[config.mk]
export PLATFORM = sky130hd
export DESIGN_NAME = cpu_control_unit_flat
export DESIGN_NICKNAME = d
export VERILOG_FILES = /design/src/rtl/cpu_control_unit_if.sv /design/src/rtl/cpu_control_unit.sv /design/src/flat_wrapper.sv
export SDC_FILE = /design/constraint.sdc
export NUM_CORES = 1
export LEC_CHECK = 0
export ABC_AREA = 1
export ABC_CLOCK_PERIOD_IN_PS = 1600
export CORE_MARGIN = 2
export CORE_UTILIZATION = 45
export DETAILED_ROUTE_END_ITERATION = 8
export PLACE_DENSITY = 0.85
export RECOVER_POWER = 50
export SLEW_MARGIN = 10
export SYNTH_ARGS = -nofsm -noshare
export SYNTH_HDL_FRONTEND = slang
export SYNTH_SLANG_ARGS = --single-unit
[constraint.sdc]
create_clock -name clk -period 1.6 [get_ports clk]
set_input_delay 0.32 -clock clk [delete_from_list [all_inputs] [get_ports clk]]
set_output_delay 0.32 -clock clk [all_outputs]
set_load 0.01 [all_outputs]
[src/rtl/cpu_control_unit_if.sv]
// Program-memory read port between the control unit and instruction memory.
// The control unit drives address/request; memory returns data with a ready flag.
interface cpu_control_unit_if #(
    parameter int N      = 8,
    parameter int ADDR_W = 8
);
    logic [ADDR_W-1:0] mem_addr;
    logic              mem_rd;
    logic [N-1:0]      mem_rdata;
    logic              mem_ready;

    modport master (
        output mem_addr,
        output mem_rd,
        input  mem_rdata,
        input  mem_ready
    );

    modport slave (
        input  mem_addr,
        input  mem_rd,
        output mem_rdata,
        output mem_ready
    );
endinterface

[src/rtl/cpu_control_unit.sv]
// Multi-cycle fetch/decode/execute sequencer for the 8-bit processor.
// Drives ALU op select and A/B/out write strobes; keeps the Z/C flags.
module cpu_control_unit #(
    parameter int                N        = 8,
    parameter int                ADDR_W   = 8,
    parameter logic [ADDR_W-1:0] RESET_PC = '0
) (
    input  logic                clk,
    input  logic                rst_n,
    cpu_control_unit_if.master  bus,
    input  logic                i_alu_carry,
    input  logic                i_alu_zero,
    output logic [3:0]          o_alu_op,
    output logic                o_a_we,
    output logic                o_b_we,
    output logic                o_a_sel,
    output logic                o_out_we,
    output logic                o_flag_z,
    output logic                o_flag_c,
    output logic                o_halted,
    output logic                o_illegal
);

    localparam logic [3:0] OP_NOP = 4'h0;
    localparam logic [3:0] OP_LDA = 4'h8;
    localparam logic [3:0] OP_LDB = 4'h9;
    localparam logic [3:0] OP_JMP = 4'hA;
    localparam logic [3:0] OP_JZ  = 4'hB;
    localparam logic [3:0] OP_JC  = 4'hC;
    localparam logic [3:0] OP_OUT = 4'hD;
    localparam logic [3:0] OP_ILL = 4'hE;
    localparam logic [3:0] OP_HLT = 4'hF;
    localparam logic [3:0] ALU_NOP = 4'd7;

    typedef enum logic [2:0] {
        S_FETCH,
        S_DECODE,
        S_OPFETCH,
        S_EXEC,
        S_WB,
        S_HALT
    } state_t;

    state_t            r_state;
    logic [ADDR_W-1:0] r_pc;
    logic [N-1:0]      r_ir;
    logic              r_flag_z;
    logic              r_flag_c;
    logic              r_halted;
    logic              r_illegal;

    logic [3:0] w_op;
    logic       w_is_alu;
    logic       w_is_two;
    logic       w_take;
    logic       w_opf_rdy;
    logic       w_alu_st;

    assign w_op      = r_ir[N-1 -: 4];
    assign w_is_alu  = (w_op != OP_NOP) && (w_op < OP_LDA);
    assign w_is_two  = (w_op >= OP_LDA) && (w_op <= OP_JC);
    assign w_take    = (w_op == OP_JMP)
                     || ((w_op == OP_JZ) && r_flag_z)
                     || ((w_op == OP_JC) && r_flag_c);
    assign w_opf_rdy = (r_state == S_OPFETCH) && bus.mem_ready;
    assign w_alu_st  = (r_state == S_EXEC) || (r_state == S_WB);

    always_ff @(posedge clk or negedge rst_n) begin
        if (!rst_n) begin
            r_state   <= S_FETCH;
            r_pc      <= RESET_PC;
            r_ir      <= '0;
            r_flag_z  <= 1'b0;
            r_flag_c  <= 1'b0;
            r_halted  <= 1'b0;
            r_illegal <= 1'b0;
        end else begin
            unique case (r_state)
                S_FETCH: begin
                    if (bus.mem_ready) begin
                        r_ir    <= bus.mem_rdata;
                        r_pc    <= r_pc + 1'b1;
                        r_state <= S_DECODE;
                    end
                end
                S_DECODE: begin
                    unique case (1'b1)
                        w_is_alu: r_state <= S_EXEC;
                        w_is_two: r_state <= S_OPFETCH;
                        (w_op == OP_HLT): begin
                            r_halted <= 1'b1;
                            r_state  <= S_HALT;
                        end
                        (w_op == OP_ILL): begin
                            r_illegal <= 1'b1;
                            r_state   <= S_FETCH;
                        end
                        default: r_state <= S_FETCH;
                    endcase
                end
                S_OPFETCH: begin
                    if (bus.mem_ready) begin
                        // A taken jump overrides the operand-byte increment
                        r_pc    <= w_take ? ADDR_W'(bus.mem_rdata)
                                          : r_pc + 1'b1;
                        r_state <= S_FETCH;
                    end
                end
                S_EXEC: r_state <= S_WB;
                S_WB: begin
                    r_flag_z <= i_alu_zero;
                    r_flag_c <= i_alu_carry;
                    r_state  <= S_FETCH;
                end
                S_HALT: r_state <= S_HALT;
                default: r_state <= S_FETCH;
            endcase
        end
    end

    assign bus.mem_addr = r_pc;
    assign bus.mem_rd   = (r_state == S_FETCH) || (r_state == S_OPFETCH);

    assign o_alu_op  = w_alu_st ? (w_op - 4'd1) : ALU_NOP;
    assign o_a_sel   = w_opf_rdy && (w_op == OP_LDA);
    assign o_a_we    = (r_state == S_WB) || o_a_sel;
    assign o_b_we    = w_opf_rdy && (w_op == OP_LDB);
    assign o_out_we  = (r_state == S_DECODE) && (w_op == OP_OUT);
    assign o_flag_z  = r_flag_z;
    assign o_flag_c  = r_flag_c;
    assign o_halted  = r_halted;
    assign o_illegal = r_illegal;

endmodule

[src/flat_wrapper.sv]
// flat-port wrapper written by rule: the top's interface ports become plain ports
module cpu_control_unit_flat 
#(
    parameter int                N        = 8,
    parameter int                ADDR_W   = 8,
    parameter logic [ADDR_W-1:0] RESET_PC = '0
)
  (clk, rst_n, i_alu_carry, i_alu_zero, o_alu_op, o_a_we, o_b_we, o_a_sel, o_out_we, o_flag_z, o_flag_c, o_halted, o_illegal, bus_mem_addr, bus_mem_rd, bus_mem_rdata, bus_mem_ready);
  cpu_control_unit_if #(.N(N), .ADDR_W(ADDR_W)) bus_i ();
  input  logic clk;
  input  logic rst_n;
  input  logic i_alu_carry;
  input  logic i_alu_zero;
  output logic [3:0] o_alu_op;
  output logic o_a_we;
  output logic o_b_we;
  output logic o_a_sel;
  output logic o_out_we;
  output logic o_flag_z;
  output logic o_flag_c;
  output logic o_halted;
  output logic o_illegal;
  output wire logic [$bits(bus_i.mem_addr)-1:0] bus_mem_addr;
  output wire logic [$bits(bus_i.mem_rd)-1:0] bus_mem_rd;
  input wire logic [$bits(bus_i.mem_rdata)-1:0] bus_mem_rdata;
  input wire logic [$bits(bus_i.mem_ready)-1:0] bus_mem_ready;
  assign bus_mem_addr = bus_i.mem_addr;
  assign bus_mem_rd = bus_i.mem_rd;
  assign bus_i.mem_rdata = bus_mem_rdata;
  assign bus_i.mem_ready = bus_mem_ready;
  cpu_control_unit #(.N(N), .ADDR_W(ADDR_W), .RESET_PC(RESET_PC)) u_core (.clk(clk), .rst_n(rst_n), .bus(bus_i), .i_alu_carry(i_alu_carry), .i_alu_zero(i_alu_zero), .o_alu_op(o_alu_op), .o_a_we(o_a_we), .o_b_we(o_b_we), .o_a_sel(o_a_sel), .o_out_we(o_out_we), .o_flag_z(o_flag_z), .o_flag_c(o_flag_c), .o_halted(o_halted), .o_illegal(o_illegal));
endmodule
# After elaboration in Yosys (flattened, before gate mapping)
# Cells that the tools add are included.
[totals] reg_bits=23 latch_bits=0 mem_bits_rw=0 rom_bits=0 in_bits=13 mem_count=0
[op_classes] n_addsub=2 multipliers=0 div_mod_pow=0 order_cmp=3 n_eq_ne=15 shift=0 n_mux=9 bitwise=0 reduce_logical=21
[op_table] cell="4-bit equality test, second input constant" n=8
[op_table] cell="8-bit 2-to-1 mux" n=3
[op_table] cell="8-bit one-hot mux with 2 select lines" n=1
[op_table] cell="3-bit one-hot mux with 5 select lines" n=1
[op_table] cell="3-bit one-hot mux with 3 select lines" n=1
[op_table] cell="8-bit by 1-bit adder with 8-bit output, second input constant" n=1
[op_table] cell="1-bit logical AND" n=8
[op_table] cell="2-bit AND reduction" n=4
[op_table] cell="3-bit by 2-bit equality test with 1-bit output, second input constant" n=2
[op_table] cell="3-bit equality test, second input constant" n=2
[op_table] cell="3-bit 2-to-1 mux" n=2
[op_table] cell="1-bit logical OR" n=5
[op_table] cell="4-bit greater-or-equal comparator, second input constant" n=1
[op_table] cell="4-bit <= comparator, second input constant" n=1
[op_table] cell="4-bit < comparator, second input constant" n=1
[op_table] cell="4-bit 2-to-1 mux" n=1
[op_table] cell="2-bit != test, second input constant" n=2
[op_table] cell="4-bit nonzero test" n=1
[op_table] cell="4-bit by 1-bit subtractor with 4-bit output, second input constant" n=1
[op_table] cell="3-bit by 1-bit equality test with 1-bit output, second input constant" n=1
[op_table] cell="3-bit zero test" n=1
[op_table] cell="3-bit AND reduction" n=1
[op_table] cell="2-bit nonzero test" n=1

# Longest topological paths before layout
[depth] ltp_word=7 ltp_mapped=11 ltp_nobuf=11

# Least setup slack after synthesis
# No wires, ideal clock.
[synth_timing] path_kind="register -> output" start="register u_core.r_state[2]" end="output o_a_sel" arrival_ns=1.190 required_time_ns=1.280 path_slack_ns=0.090 path_stages_with_launch=6 n_path_buf=2 cell_sequence="dfrtp_1 -> buf_6 -> nor3_2 -> buf_6 -> nand2_1 -> nor3_1"
[synth_via] elab_chain_cells=3
[synth_rtl] element="start: declaration" line_no="cpu_control_unit.sv:44" source="state_t r_state;"
[synth_rtl] element="start signal: assignment" line_no="cpu_control_unit.sv:70" source="r_state <= S_FETCH;"
[synth_rtl] element="start signal: assignment" line_no="cpu_control_unit.sv:83" source="r_state <= S_DECODE;"
[synth_rtl] element="start signal: assignment" line_no="cpu_control_unit.sv:88" source="w_is_alu: r_state <= S_EXEC;"
[synth_rtl] element="3-bit by 2-bit equality test with 1-bit output" line_no="cpu_control_unit.sv:65" source="assign w_opf_rdy = (r_state == S_OPFETCH) && bus.mem_ready;"
[synth_rtl] element="1-bit logical AND" line_no="cpu_control_unit.sv:65"
[synth_rtl] element="1-bit logical AND" line_no="cpu_control_unit.sv:125" source="assign o_a_sel = w_opf_rdy && (w_op == OP_LDA);"
[synth_rtl] element="end: declaration" line_no="flat_wrapper.sv:17" source="output logic o_a_sel;"
# Every way passes these cells.

# Final worst setup path
[layout_timing] start="register u_core.r_state[2]" end="output o_a_we"
[layout_via] elab_chain_cells=4 elab_cells_between_ends=5 classes_between="2 x eq/ne; 3 x reduce/logical"
[layout_rtl] element="3-bit by 2-bit equality test with 1-bit output" line_no="cpu_control_unit.sv:65"
[layout_rtl] element="1-bit logical AND" line_no="cpu_control_unit.sv:65"
[layout_rtl] element="1-bit logical AND" line_no="cpu_control_unit.sv:125"
[layout_rtl] element="1-bit logical OR (*)" line_no="cpu_control_unit.sv:126" source="assign o_a_we = (r_state == S_WB) || o_a_sel;"
[layout_rtl] element="end: declaration" line_no="flat_wrapper.sv:15" source="output logic o_a_we;"
# Mark *: on every way between the ends. The rest lies on a longest branch, timed or not.

==> flow_results.org <==
** Setup path
- The worst setup path is captured at an output port.
- For the worst setup path, the data required time is 1.28 ns.
- The critical path is of the flop to output port type.
- Crit path DAT :: 1.50 ns
- Of all nets on the critical path, the largest fanout is 4.
- STA classifies the critical path startpoint as a flop.

** GRT
- Entering global routing, the biggest net connects 20 pins.
- Vias in the first global route :: 1,393
- Global routing consumed, over all layers together, 25.5% of the routing resources.
- After global routing the overflow that remains totals 0.
- Global-route wire length before repair :: 6.41 mm
- Number of antenna violations at the first check in global routing :: 0

** Floorplanning
- In this run the count of I/O pins placed on the die edge is 34.
- After floorplanning, the core was divided into 19 placement rows.
- From left edge to right edge, the die measures 56.7 microns.
- Placeable core region :: 0.00269 sq mm
- Effective utilization at floorplan :: 46.4%
- The die covers 0.00321 sq mm.
- Overall die height :: 56.7 microns

** Detailed routing
- Wire length per cell :: 15.2 microns
- After detailed routing, the total wire length is 4.21 mm.
- Antenna Nets Post-Route :: 0
- Across all layers, the routed design uses 1,464 vias.
- Post-detailed-route via-to-cell ratio :: 5.30
- The first detailed-routing pass ran for 5 iterations.
- After detailed routing, the number of remaining DRC violations is 0.
- In this run, the number of DRC markers left after iteration 0 of detailed routing was 49.

** Cells and area
- Count of inserted antenna diode cells :: 0
- Top library cells by usage in the layout, fill and taps aside :: nand2_1, buf_4, clkdlybuf4s50_1, dfrtp_1, buf_6
- The finished cells cover 0.00214 sq mm.
- The library cell used most frequently in the layout, excluding fill and tap cells, is nand2_1.
- The layout has 163 filler cells.
- The finished layout holds 276 standard cells, fillers aside.
- Relative to the synthesized area, the layout overhead comes to 71.7%.
- Sequential cell area :: 477 sq um
- Summing all multi-input logic gate instances after layout gives 830 sq um.
- At the end of the flow, the number of nets in the layout was 265.
- Share of final-layout standard cells stronger than drive strength 1 :: 40.8%

** Clock network
- TritonCTS built the clock tree.
- Clock transition at the registers of the reported paths :: 0.12 ns
- The number of hold buffers added after CTS was 0.
- CTS placed an instance of clkbuf_4 at the clock tree root.
- Clock latency on the worst-skew pair :: 0.32 ns
- H-tree levels :: 1
- Clock tree synthesis inserted a total of 3 buffers.
- The tree built by TritonCTS fans out to 19 sinks.
- No sink is reached through more buffers than the 2 on the longest clock path.

** STA
- For the pin with the worst max-slew slack, the measured transition is 1.11 ns.
- Setup slack after layout :: -0.221 ns
- Setup TNS :: -1.36 ns
- Shortest period the worst path allows :: 1.82 ns
- RSZ-0062 raised after global routing :: true
- Final setup fails :: 8
- The clock arrives with 0.00735 ns of skew.
- Of the available clock period, the critical path in the final layout requires 114%.
- Final hold violations :: 0
- Max transition margin :: 25.7%
- Static timing analysis puts the maximum clock frequency at 0.549 GHz.
- Hold is met by 0.478 ns.
- Max-slew violation count :: 0

** Run status
- The run finished, with violations left.
- Violated checks :: negative setup slack

** Placement
- Post-Place Cells :: 251
- Summing all placed instances gives a cell area of 0.00177 sq mm.
- Buffers placed on the I/O ports in this run total 33.
- The HPWL after detailed placement is 2.37 mm.
- Prior to clock tree synthesis, the placed netlist has a worst setup slack of -0.598 ns.
- Global placement routability congestion :: 0.828

** Synthesis
- Multiplexer share of the synthesized area :: 1.81%
- Syn_nets :: 184
- Mean area per synthesized cell :: 7.56 sq um
- The synthesized netlist contains 27 unique library cells.
- Arithmetic-cell share of the synthesized area counting full adders, half adders and majority gates :: 6.02%
- Compound-cell area share of the yosys netlist :: 6.52%
- The synthesized design contains 0 enable-type register cells.
- Main synth FF type :: dfrtp_1
- After Yosys synthesis, and, or, nand and nor cells account for 37.3% of the synthesized area.
- Combinational family with the most area after synthesis :: simple AND/OR/NAND/NOR gates
- Counting flops and latches in the post-synthesis netlist gives 19.
- In the synthesized netlist, the number of instances is 165.
- The synthesized netlist devotes 2.11% of its cell area to XOR and XNOR gates.
- Area of the mapped netlist :: 0.00125 sq mm
- Fraction of the yosys area taken by sequential cells :: 38.1%
- Yosys printed 0 warnings.
- For this run, asynchronously set or reset flops after synthesis account for 100%.

** Power and ir drop
- Leakage power total :: 1.11 nW
- Largest vdd supply drop :: 1.39 mV
- Areal power density over the cells :: 1890 mW/mm^2

** Worst hold path
- The min-delay analysis places its worst path in the category flop to flop.

** Job
- Max_cap viols :: 0
## power by group
group / internal [mW] / switching (mW)
clock: 0.0938 / 0.177
sequential: 0.694 / 0.184
combinational: 1.44 / 1.45
total: 2.23 / 1.81
## state kept, by name, indices dropped and copies added (netlist names)
register / count
u_core.o_halted: 1
u_core.o_flag_z: 1
u_core.r_state: 3
u_core.o_illegal: 1
u_core.o_flag_c: 1
u_core.r_ir: 4
u_core.bus.mem_addr: 8
## per-stage QoR
step	total power, mW	util [%]
global route	4.30	79.7
global placement	2.84	66.0
finish	4.04	79.7
CTS	3.64	76.2
floorplan	1.93	-
detailed placement	2.90	66.0
## repair_timing
item / CTS / global route
endpoints found under the hold margin: 0 / 0
setup buffers: 21 / 3
pin swaps: 8 / 17
gates cloned: 0 / 1
gates resized for setup: 72 / 29
setup endpoints to repair: 16 / 21
## worst paths after layout
| check | startpoint | to | slack (ns) | cells past startpoint |
|---|---|---|---|---|
| worst min register to register | u_core.o_halted | u_core.o_halted | 0.48 | 1 |
| worst max-delay path | u_core.r_state[2] | o_a_we | -0.22 | 4 |
| worst min-delay path | u_core.o_halted | u_core.o_halted | 0.48 | 1 |
| max in group asynchronous | rst_n | u_core.r_state[2] | 0.15 | 2 |
| worst max register to register | u_core.r_ir[4] | u_core.bus.mem_addr[7] | 0.04 | 12 |
| min in group asynchronous | rst_n | u_core.bus.mem_addr[3] | 0.71 | 2 |
## final cells by class
type,instances,area share (%)
multi-input cells,124,38.7
repair buffers,77,32.0
flip-flops and latches,19,22.3
inverters,21,3.91
well taps,31,1.81
clock buffers,3,1.05
clock inverters,1,0.234
## critical path, stage by stage (launching register included)
cell and delay [ns]:
dfrtp_2 0.49, nor3_4 0.23, nand2_2 0.12, o31ai_2 0.19, buf_2 0.16
## routing by layer
layer / up-vias / track usage (%) / routed length [microns]
met5: - / 0 / 0
met4: 0 / 8.50 / 157
met3: 15 / 1.84 / 156
met2: 56 / 42.7 / 2120
met1: 700 / 34.6 / 1770
li1: 693 / - / -
## cell usage after synthesis, types with 2 or more instances
library cell	instances	share of area, %
nand2_1	57	17
dfrtp_1	19	38
inv_1	18	5.4
nand3_1	17	6.8
nor2_1	8	2.4
ha_1	6	6.0
nand3b_1	6	3.6
o21ai_0	5	2.0
inv_2	3	0.90
nor3_1	3	1.2
o21bai_1	3	1.8
buf_6	2	1.8
mux2_2	2	1.8
nand2_2	2	1.0
xor2_1	2	1.4
## logic make-up after synthesis
kind of cell	count (synthesis)
flops	19
mux	2
xor+xnor	3
compound gates	12
fa+ha+maj	6
buf+inv	23
simple gates	100
Power figures use the tool's default switching activity.
